<file path="src/rtl/bp_mc_to_cce_mmio.sv">
// Bridges one manycore endpoint request at a time into a BedRock uncached command and formats the reply.
// Latency: capture, SEND until ready, WAIT until response, then ACK (in_yumi_o) and RET (returning_v_o); requester is held until ACK.
module bp_mc_to_cce_mmio
  #(parameter int paddr_width_p = 40
    , parameter int mc_data_width_p = 32
    , parameter int mc_addr_width_p = 16
    , parameter logic [paddr_width_p-1:0] cfg_base_p = 40'h0020_0000
    , parameter logic [paddr_width_p-1:0] clint_base_p = 40'h0030_0000
    , parameter logic [paddr_width_p-1:0] ucode_offset_p = 40'h0000_8000
    , parameter int cce_data_width_p = 64
    // header = {payload[7:0], size[2:0], addr, subop[3:0], msg_type[3:0]}, data sits above it
    , localparam int hdr_width_lp = paddr_width_p + 19
    , localparam int msg_width_lp = hdr_width_lp + cce_data_width_p
    )
  (input  logic                        clk_i
   , input  logic                      reset_i

   , input  logic                      in_v_i
   , input  logic [mc_data_width_p-1:0] in_data_i
   , input  logic [3:0]                in_mask_i
   , input  logic [mc_addr_width_p-1:0] in_addr_i
   , input  logic                      in_we_i
   // {is_byte_op, is_hex_op, is_unsigned_op, part_sel[1:0]}
   , input  logic [4:0]                in_load_info_i
   , output logic                      in_yumi_o

   , output logic [31:0]               returning_data_o
   , output logic                      returning_v_o

   , output logic [msg_width_lp-1:0]   io_cmd_o
   , output logic                      io_cmd_v_o
   , input  logic                      io_cmd_ready_and_i

   , input  logic [msg_width_lp-1:0]   io_resp_i
   , input  logic                      io_resp_v_i
   , output logic                      io_resp_yumi_o
   );

  typedef enum logic [2:0] {e_idle, e_send, e_wait, e_ack, e_ret} state_e;

  localparam logic [3:0] e_bedrock_mem_uc_rd = 4'd2;
  localparam logic [3:0] e_bedrock_mem_uc_wr = 4'd3;
  // Size encoded as log2(bytes)
  localparam logic [2:0] e_size_1 = 3'd0;
  localparam logic [2:0] e_size_2 = 3'd1;
  localparam logic [2:0] e_size_4 = 3'd2;
  localparam logic [1:0] lce_id_lp = 2'b10;

  state_e state_r;
  logic [2:0] size_r;
  logic       unsigned_r;
  logic       we_r;

  logic [3:0]  dev;
  logic [11:0] off;
  logic        is_byte_op, is_hex_op, is_unsigned_op;
  logic [1:0]  part_sel;

  assign dev            = in_addr_i[15:12];
  assign off            = in_addr_i[11:0];
  assign is_byte_op     = in_load_info_i[4];
  assign is_hex_op      = in_load_info_i[3];
  assign is_unsigned_op = in_load_info_i[2];
  assign part_sel       = in_load_info_i[1:0];

  logic [paddr_width_p-1:0] base_addr, req_addr;
  logic [2:0]  st_size, req_size;
  logic [1:0]  st_off, req_off;
  logic [31:0] st_shifted;
  logic [cce_data_width_p-1:0] req_data;
  logic [hdr_width_lp-1:0] req_hdr;

  always_comb begin
    case (dev)
      4'd2:    base_addr = clint_base_p;
      4'd1:    base_addr = cfg_base_p + ucode_offset_p;
      default: base_addr = cfg_base_p;
    endcase
  end

  // Byte-lane mask to size/offset; irregular masks fall back to a full word
  always_comb begin
    st_size = e_size_4;
    st_off  = 2'd0;
    case (in_mask_i)
      4'h3: begin st_size = e_size_2; st_off = 2'd0; end
      4'hc: begin st_size = e_size_2; st_off = 2'd2; end
      4'h1: begin st_size = e_size_1; st_off = 2'd0; end
      4'h2: begin st_size = e_size_1; st_off = 2'd1; end
      4'h4: begin st_size = e_size_1; st_off = 2'd2; end
      4'h8: begin st_size = e_size_1; st_off = 2'd3; end
      default: begin st_size = e_size_4; st_off = 2'd0; end
    endcase
  end

  always_comb begin
    if (in_we_i) begin
      req_size = st_size;
      req_off  = st_off;
    end else begin
      req_size = is_byte_op ? e_size_1 : (is_hex_op ? e_size_2 : e_size_4);
      req_off  = part_sel;
    end
    req_addr = base_addr
             + {{(paddr_width_p-12){1'b0}}, off}
             + {{(paddr_width_p-2){1'b0}}, req_off};

    st_shifted = in_data_i[31:0] >> {st_off, 3'b000};
    req_data   = '0;
    if (in_we_i) begin
      case (st_size)
        e_size_1: req_data = {(cce_data_width_p/8){st_shifted[7:0]}};
        e_size_2: req_data = {(cce_data_width_p/16){st_shifted[15:0]}};
        default:  req_data = {(cce_data_width_p/32){st_shifted}};
      endcase
    end

    req_hdr = {lce_id_lp, 6'b0, req_size, req_addr, 4'b0,
               (in_we_i ? e_bedrock_mem_uc_wr : e_bedrock_mem_uc_rd)};
  end

  logic [31:0] resp_word, resp_fmt;
  assign resp_word = io_resp_i[hdr_width_lp +: 32];

  always_comb begin
    case (size_r)
      e_size_1: resp_fmt = {{24{~unsigned_r & resp_word[7]}}, resp_word[7:0]};
      e_size_2: resp_fmt = {{16{~unsigned_r & resp_word[15]}}, resp_word[15:0]};
      default:  resp_fmt = resp_word;
    endcase
    if (we_r)
      resp_fmt = 32'h0;
  end

  // Gated by reset so a response present during reset is left unconsumed
  assign io_resp_yumi_o = (state_r == e_wait) & io_resp_v_i & ~reset_i;

  logic unused_resp;
  assign unused_resp = ^{io_resp_i[hdr_width_lp-1:0], io_resp_i[msg_width_lp-1:hdr_width_lp+32]};

  always_ff @(posedge clk_i) begin
    if (reset_i) begin
      state_r          <= e_idle;
      io_cmd_o         <= '0;
      io_cmd_v_o       <= 1'b0;
      in_yumi_o        <= 1'b0;
      returning_v_o    <= 1'b0;
      returning_data_o <= 32'h0;
      size_r           <= e_size_4;
      unsigned_r       <= 1'b0;
      we_r             <= 1'b0;
    end else begin
      in_yumi_o     <= 1'b0;
      returning_v_o <= 1'b0;
      case (state_r)
        e_idle: begin
          if (in_v_i) begin
            io_cmd_o   <= {req_data, req_hdr};
            size_r     <= req_size;
            unsigned_r <= is_unsigned_op;
            we_r       <= in_we_i;
            if (in_we_i && (in_mask_i == 4'h0)) begin
              returning_data_o <= 32'h0;
              in_yumi_o        <= 1'b1;
              state_r          <= e_ack;
            end else begin
              io_cmd_v_o <= 1'b1;
              state_r    <= e_send;
            end
          end
        end
        e_send: begin
          if (io_cmd_ready_and_i) begin
            io_cmd_v_o <= 1'b0;
            state_r    <= e_wait;
          end
        end
        e_wait: begin
          if (io_resp_v_i) begin
            returning_data_o <= resp_fmt;
            in_yumi_o        <= 1'b1;
            state_r          <= e_ack;
          end
        end
        e_ack: begin
          returning_v_o <= 1'b1;
          state_r       <= e_ret;
        end
        e_ret: begin
          state_r <= e_idle;
        end
        default: begin
          io_cmd_v_o <= 1'b0;
          state_r    <= e_idle;
        end
      endcase
    end
  end

endmodule

</file>
<file path="config.mk">
export PLATFORM = sky130hd
export DESIGN_NAME = bp_mc_to_cce_mmio
export DESIGN_NICKNAME = d
export VERILOG_FILES = /design/src/rtl/bp_mc_to_cce_mmio.sv
export SDC_FILE = /design/constraint.sdc
export NUM_CORES = 1
export LEC_CHECK = 0
export BUFFER_PORTS_ARGS = -buffer_cell sky130_fd_sc_hd__buf_2
export CAP_MARGIN = 20
export CORE_AREA = 2 2 133 135
export CTS_CLUSTER_SIZE = 40
export DETAILED_ROUTE_END_ITERATION = 10
export DIE_AREA = 0 0 135 137
export GPL_TIMING_DRIVEN = 1
export PLACE_DENSITY = 0.72
export SKIP_LAST_GASP = 1
export SYNTH_ARGS = -nofsm -noshare
export SYNTH_HDL_FRONTEND = slang
export SYNTH_SLANG_ARGS = --single-unit
export TNS_END_PERCENT = 100
</file>
<file path="constraint.sdc">
create_clock -name clk_i -period 3.1 [get_ports clk_i]
set_clock_uncertainty 0.2 [all_clocks]
set_input_delay 0 -clock clk_i [delete_from_list [all_inputs] [get_ports clk_i]]
set_output_delay 0 -clock clk_i [all_outputs]
set_load 0.01 [all_outputs]
</file>
* After elaboration in Yosys (flattened, before gate mapping)
Cells that the tools add are included.
** Word-level totals
- Output and inout bits :: 159
- Logic and storage cells :: 82
- Register bits after elaboration :: 155
- Input port bits :: 186
** Operators by class
- $add $sub $neg :: 2
- Multiplexer cells :: 30
- Bitwise logic cells :: 7
- Reductions and logical operators :: 14
- Equality and inequality tests :: 19
- Shift operators :: 1
** Operator list (number)
- 2-to-1 mux 32 bit :: 4
- one-hot mux 32 bit (2 select lines) :: 2
- one-hot mux 64 bit (2 select lines) :: 1
- 2-to-1 mux 64 bit :: 1
- one-hot mux 21 bit (2 select lines) :: 1
- adder 40 x 12 -> 40 bit :: 1
- adder 40 x 2 -> 40 bit :: 1
- right shift 32 x 5 -> 32 bit :: 1
- equality test 4 x 2 -> 1 bit (second input constant) :: 3
- 2-to-1 mux 3 bit :: 4
- one-hot mux 3 bit (4 select lines) :: 1
- != test 2 bit (second input constant) :: 5
- equality test 3 x 1 -> 1 bit (second input constant) :: 3
- zero test 3 bit :: 3
- equality test 4 x 1 -> 1 bit (second input constant) :: 2
- equality test 4 bit (second input constant) :: 2
- 2-to-1 mux 1 bit :: 8
- 2-to-1 mux 2 bit :: 4
- AND reduction 4 bit :: 2
- equality test 3 x 2 -> 1 bit (second input constant) :: 2
- one-hot mux 2 bit (3 select lines) :: 1
- bitwise AND 1 bit :: 4
- equality test 4 x 3 -> 1 bit (second input constant) :: 1
- zero test 4 bit :: 1
- 12 further kinds :: 15

* Longest topological paths before layout
- Depth after elaboration :: 6
- Mapped depth :: 14

* Least setup slack after synthesis
Ideal clock, no wire load.
- Kind :: input port to flip-flop
- From :: input in_mask_i[1]
- To :: register io_cmd_o[16]
- Data required time :: 2.763 ns
- Buffers on the path :: 4
- Path slack :: 0.319 ns
- Arrival :: 2.444 ns
- Library setup time :: 0.137 ns
- Stages on the path :: 14
- Path through :: buf_4 > buf_2 > buf_2 > buf_2 > xnor2_1 > nor3_1 > mux2_2 > ha_1 > fa_1 > and3_1 > and3_1 > nand3_1 > xor2_1 > a211oi_1
** Between the ends
- Longest elaborated chain between the ends :: 5
- Elaborated cells on any way between the ends :: 8
** RTL lines
- from (decl) :: line 20 : , input logic [3:0] in_mask_i
- equality test 4 x 3 -> 1 bit / equality test 4 bit (equally long branches) :: line 85 : case (in_mask_i)
- OR reduction 2 bit (no source line)
- one-hot mux 2 bit (3 select lines) * :: line 85
- 2-to-1 mux 2 bit * :: line 97 : if (in_we_i) begin
- adder 40 x 2 -> 40 bit * :: line 106 : + {{(paddr_width_p-2){1'b0}}, req_off};
- to (signal assigned) :: line 158 : io_cmd_o <= {req_data, req_hdr};
- to (decl) :: line 30 : , output logic [msg_width_lp-1:0] io_cmd_o
Every way passes the cells marked *; elsewhere a longest branch is shown, timed or not.
A chain may end at the register's enable or synchronous reset.

* Worst setup path in the final report
- From :: register state_r[0]
- To :: register io_cmd_o[90]
** Between the ends
- Longest elaborated chain between the ends :: 2
** RTL lines
- from (decl) :: line 49 : state_e state_r;
- from (signal assigned) :: line 143 : state_r <= e_idle;
- from (signal assigned) :: line 165 : state_r <= e_ack;
- from (signal assigned) :: line 168 : state_r <= e_send;
- zero test 3 bit :: line 155 : case (state_r)
- AND reduction 2 bit (no source line)
No other way between the ends.

==> flow_summary.toml <==
[synthesis]
synth_top_cells_by_area = "dfxtp_1 (35%), buf_4 (11%), nand2_1 (6.1%)"
synth_seq_cells = 91
post_synth.cell_area_avg_sq_um = 7.95
number_of_enable_flip_flop_cells_after_synthesis = 0
synth.cell_area_sq_um = 5190
synth_flop_cell = "dfxtp_1"
synth.distinct_cells = 59
synthArstFlopShare_pct = 0
netlist.area_leader.share_pct = 35.1
synth.yosys.warnings = 0
yosys.area.top_type = "dfxtp_1"
ys_seq_area_share_pct = 35.1
synthesis.instances = 653

[routing]
postRouteAntennaNets = 0
dr.pass1.iters = 5
wl_per_cell_microns = 15.1
drt-initial-drc-count = 383
vias = 5626
routed_via_density = 4.88
finalWirelength_microns = 17400
route.detailed.drc = 0

[timing]
final_min_period_over_clock_period_pct = 94.9
tightest_slew_ns = 0.999
whs_ns = 0.000178
relSlewSlack_pct = 33.3
timing_max_transition_violations_final = 0
endpoints_failing_hold = 0
timing.fmax_ghz = 0.340
layout_min_cycle_time_ns = 2.94
grt_setup_unrepaired = "false"
report.final.setup_viol = 0
setup-tns-final_ns = 0

[hold_path]
timing.hold.worst.class = "in -> reg"

[critical_path]
worstSetupStartpointType = "register"
slowest_stage = "dlygate4sd3_1"
cp_cell_sequence = "nor4b_4, nand3_2, a21oi_2, a22oi_1, o21ai_1, dlygate4sd3_1"
endpoint_kind = "register"
critical_path_required_ns = 3.18
cpPeakStageDelay_ns = 0.58
timing.critical_path.fanout_max = 12
worst-setup-path-type = "reg -> reg"
worst_ep_arrival_time_ns = 3.02

[die]
die_h_microns = 137
core_area_sq_um = 17100
io-pin-count = 345
rows = 48
floorplan.die.width_microns = 135
initial_core_util_pct = 30.5
dieArea_sq_um = 18500

[finish]
final_core_utilization_pct = 43.8
final_layout_size_suffix_gt1_share_pct = 28.3
syn_to_final_growth_pct = 43.9
leading_cell_type_in_the_layout_fill_and_taps_excluded = "buf_2"
layout.nets = 1111
n_antenna_cell = 0
finalInstanceArea_sq_um = 7470
final_cell_mix = "buf_2 (215), dlygate4sd3_1 (114), dfxtp_1 (91), nand2_1 (85), a21oi_1 (55)"

[clocking]
htree_num_levels = 3
tritoncts = "done"
clkSinkCount = 91
clk_pin_slew_worst_paths_ns = 0.07
clock_insertion_delay_worst_skew_ns = 0.34
clk_path_buf_depth = 2
clockRootBuffer = "clkbuf_16"
tritoncts.num_buffers = 9

[global_routing]
number_of_antenna_violations_at_the_first_check_in_global_routing = 1
grt_first_pass_wirelength_microns = 26800
first_global_vias = 5422
pin_count_of_the_biggest_net_entering_global_routing = 48
grt-ovfl-total = 0
grt_usage_pct = 18.3

[status]
status = "completed"

[pwr]
power.total_mw = 3.14
power_leakage_nw = 3.48
cellPowerDensity_nw_per_um2 = 420
highest_ir_drop_seen_on_vdd_uv = 278

[flow_run]
max_cap_violations = 0

[placement]
dp_hpwl_microns = 11300
port-buffer-count = 215
place_area_sq_um = 6040
routabilityCongestion = 0.845
cells by family (layout without fill, tap and decap cells):
family | count (synthesis) | count (layout) | share of synthesized area (%)
XOR/XNOR | 14 | 14 | 2.36
other | 1 | 38 | 0.0722
flip-flops | 91 | 91 | 35.1
AO/OA/AOI/OAI | 175 | 175 | 21.6
AND/OR/NAND/NOR | 238 | 238 | 24.2
multiplexers | 4 | 4 | 0.819
buffers and inverters | 127 | 364 | 15.0
adder cells (fa/ha/maj) | 3 | 3 | 0.867
sequential cells by signal (all words and copies together), names as in the netlist:
| signal | count |
|---|---|
| io_cmd_o | 50 |
| returning_data_o | 32 |
| state_r | 3 |
| size_r | 2 |
| in_yumi_o | 1 |
| io_cmd_v_o | 1 |
| returning_v_o | 1 |
| unsigned_r | 1 |
per-layer routing:
metal	share of wire [%]	global-route usage (%)	vias up
li1	-	-	2714
met1	40	21.6	2589
met2	49	31.4	259
met3	6.6	3.52	62
met4	3.7	9.55	2
met5	0.057	0	-
worst max-delay path, delay by kind of cell, from the launching register on:
family,cells,cell delay [ns]
simple gates,2,0.87
compound gates,3,0.77
buf+inv,1,0.58
flops,1,0.45
synthesized netlist by cell type (2+ instances only):
master,instances
nor2b_1,4
o2bb2ai_1,6
nor2_2,2
o21ai_1,16
buf_2,17
nand4b_1,2
nor3_2,2
dfxtp_1,91
a21oi_1,55
xor2_1,9
ha_1,2
mux2_2,2
and2_1,9
nor4bb_1,7
inv_1,6
a22o_1,7
nand3b_1,2
nor2_1,33
a21o_1,8
o211ai_1,2
and3_1,8
nand2_1,85
and3b_1,6
clkbuf_1,28
nand3_1,40
nand2b_1,17
o21a_1,2
nor3b_1,2
buf_4,75
xnor2_1,5
a221o_1,2
a22oi_1,7
a32o_1,9
nor2_4,3
a211oi_1,22
nor4b_4,2
o21ai_0,28
mux2i_1,2
nor3_1,8
per-stage QoR:
stage          worst slack, ns  cells
2_1_floorplan            0.319    690
3_3_place_gp             0.574   1022
6_report                 0.159   1152
5_1_grt                0.00445   1152
3_5_place_dp             0.552   1022
4_1_cts                  0.195   1152
where the power goes:
part / internal, mW / switching (mW) / total [mW] / leakage [nW]
clock: 0.598 / 0.497 / 1.09 / 0.140
sequential: 1.23 / 0.0663 / 1.30 / 0.740
combinational: 0.343 / 0.401 / 0.744 / 2.60
total: 2.17 / 0.964 / 3.14 / 3.48
timing repair:
item	4_1_cts	5_1_grt
gates resized for setup	0	0
hold buffers	114	0
buffers inserted	0	0
endpoints found under the hold margin	87	0
layout make-up:
type	instances	area [sq um]
tap	225	282
multi-input combinational	472	2740
sequential	91	1820
timing repair buffer	342	2310
fill	1659	9580
inverter	6	22.5
clock inverter	5	43.8
clock buffer	11	253
path summary, 6_finish.rpt:
check / from / to / slack (ns) / cells after the start
max: state_r[0] / io_cmd_o[90] / 0.16 / 6
min: in_load_info_i[4] / size_r[0] / 0.0002 / 4
max reg2reg: state_r[0] / io_cmd_o[90] / 0.16 / 6
min reg2reg: returning_data_o[14] / returning_data_o[14] / 0.25 / 2
No activity file was read; power rests on OpenSTA's default activity.
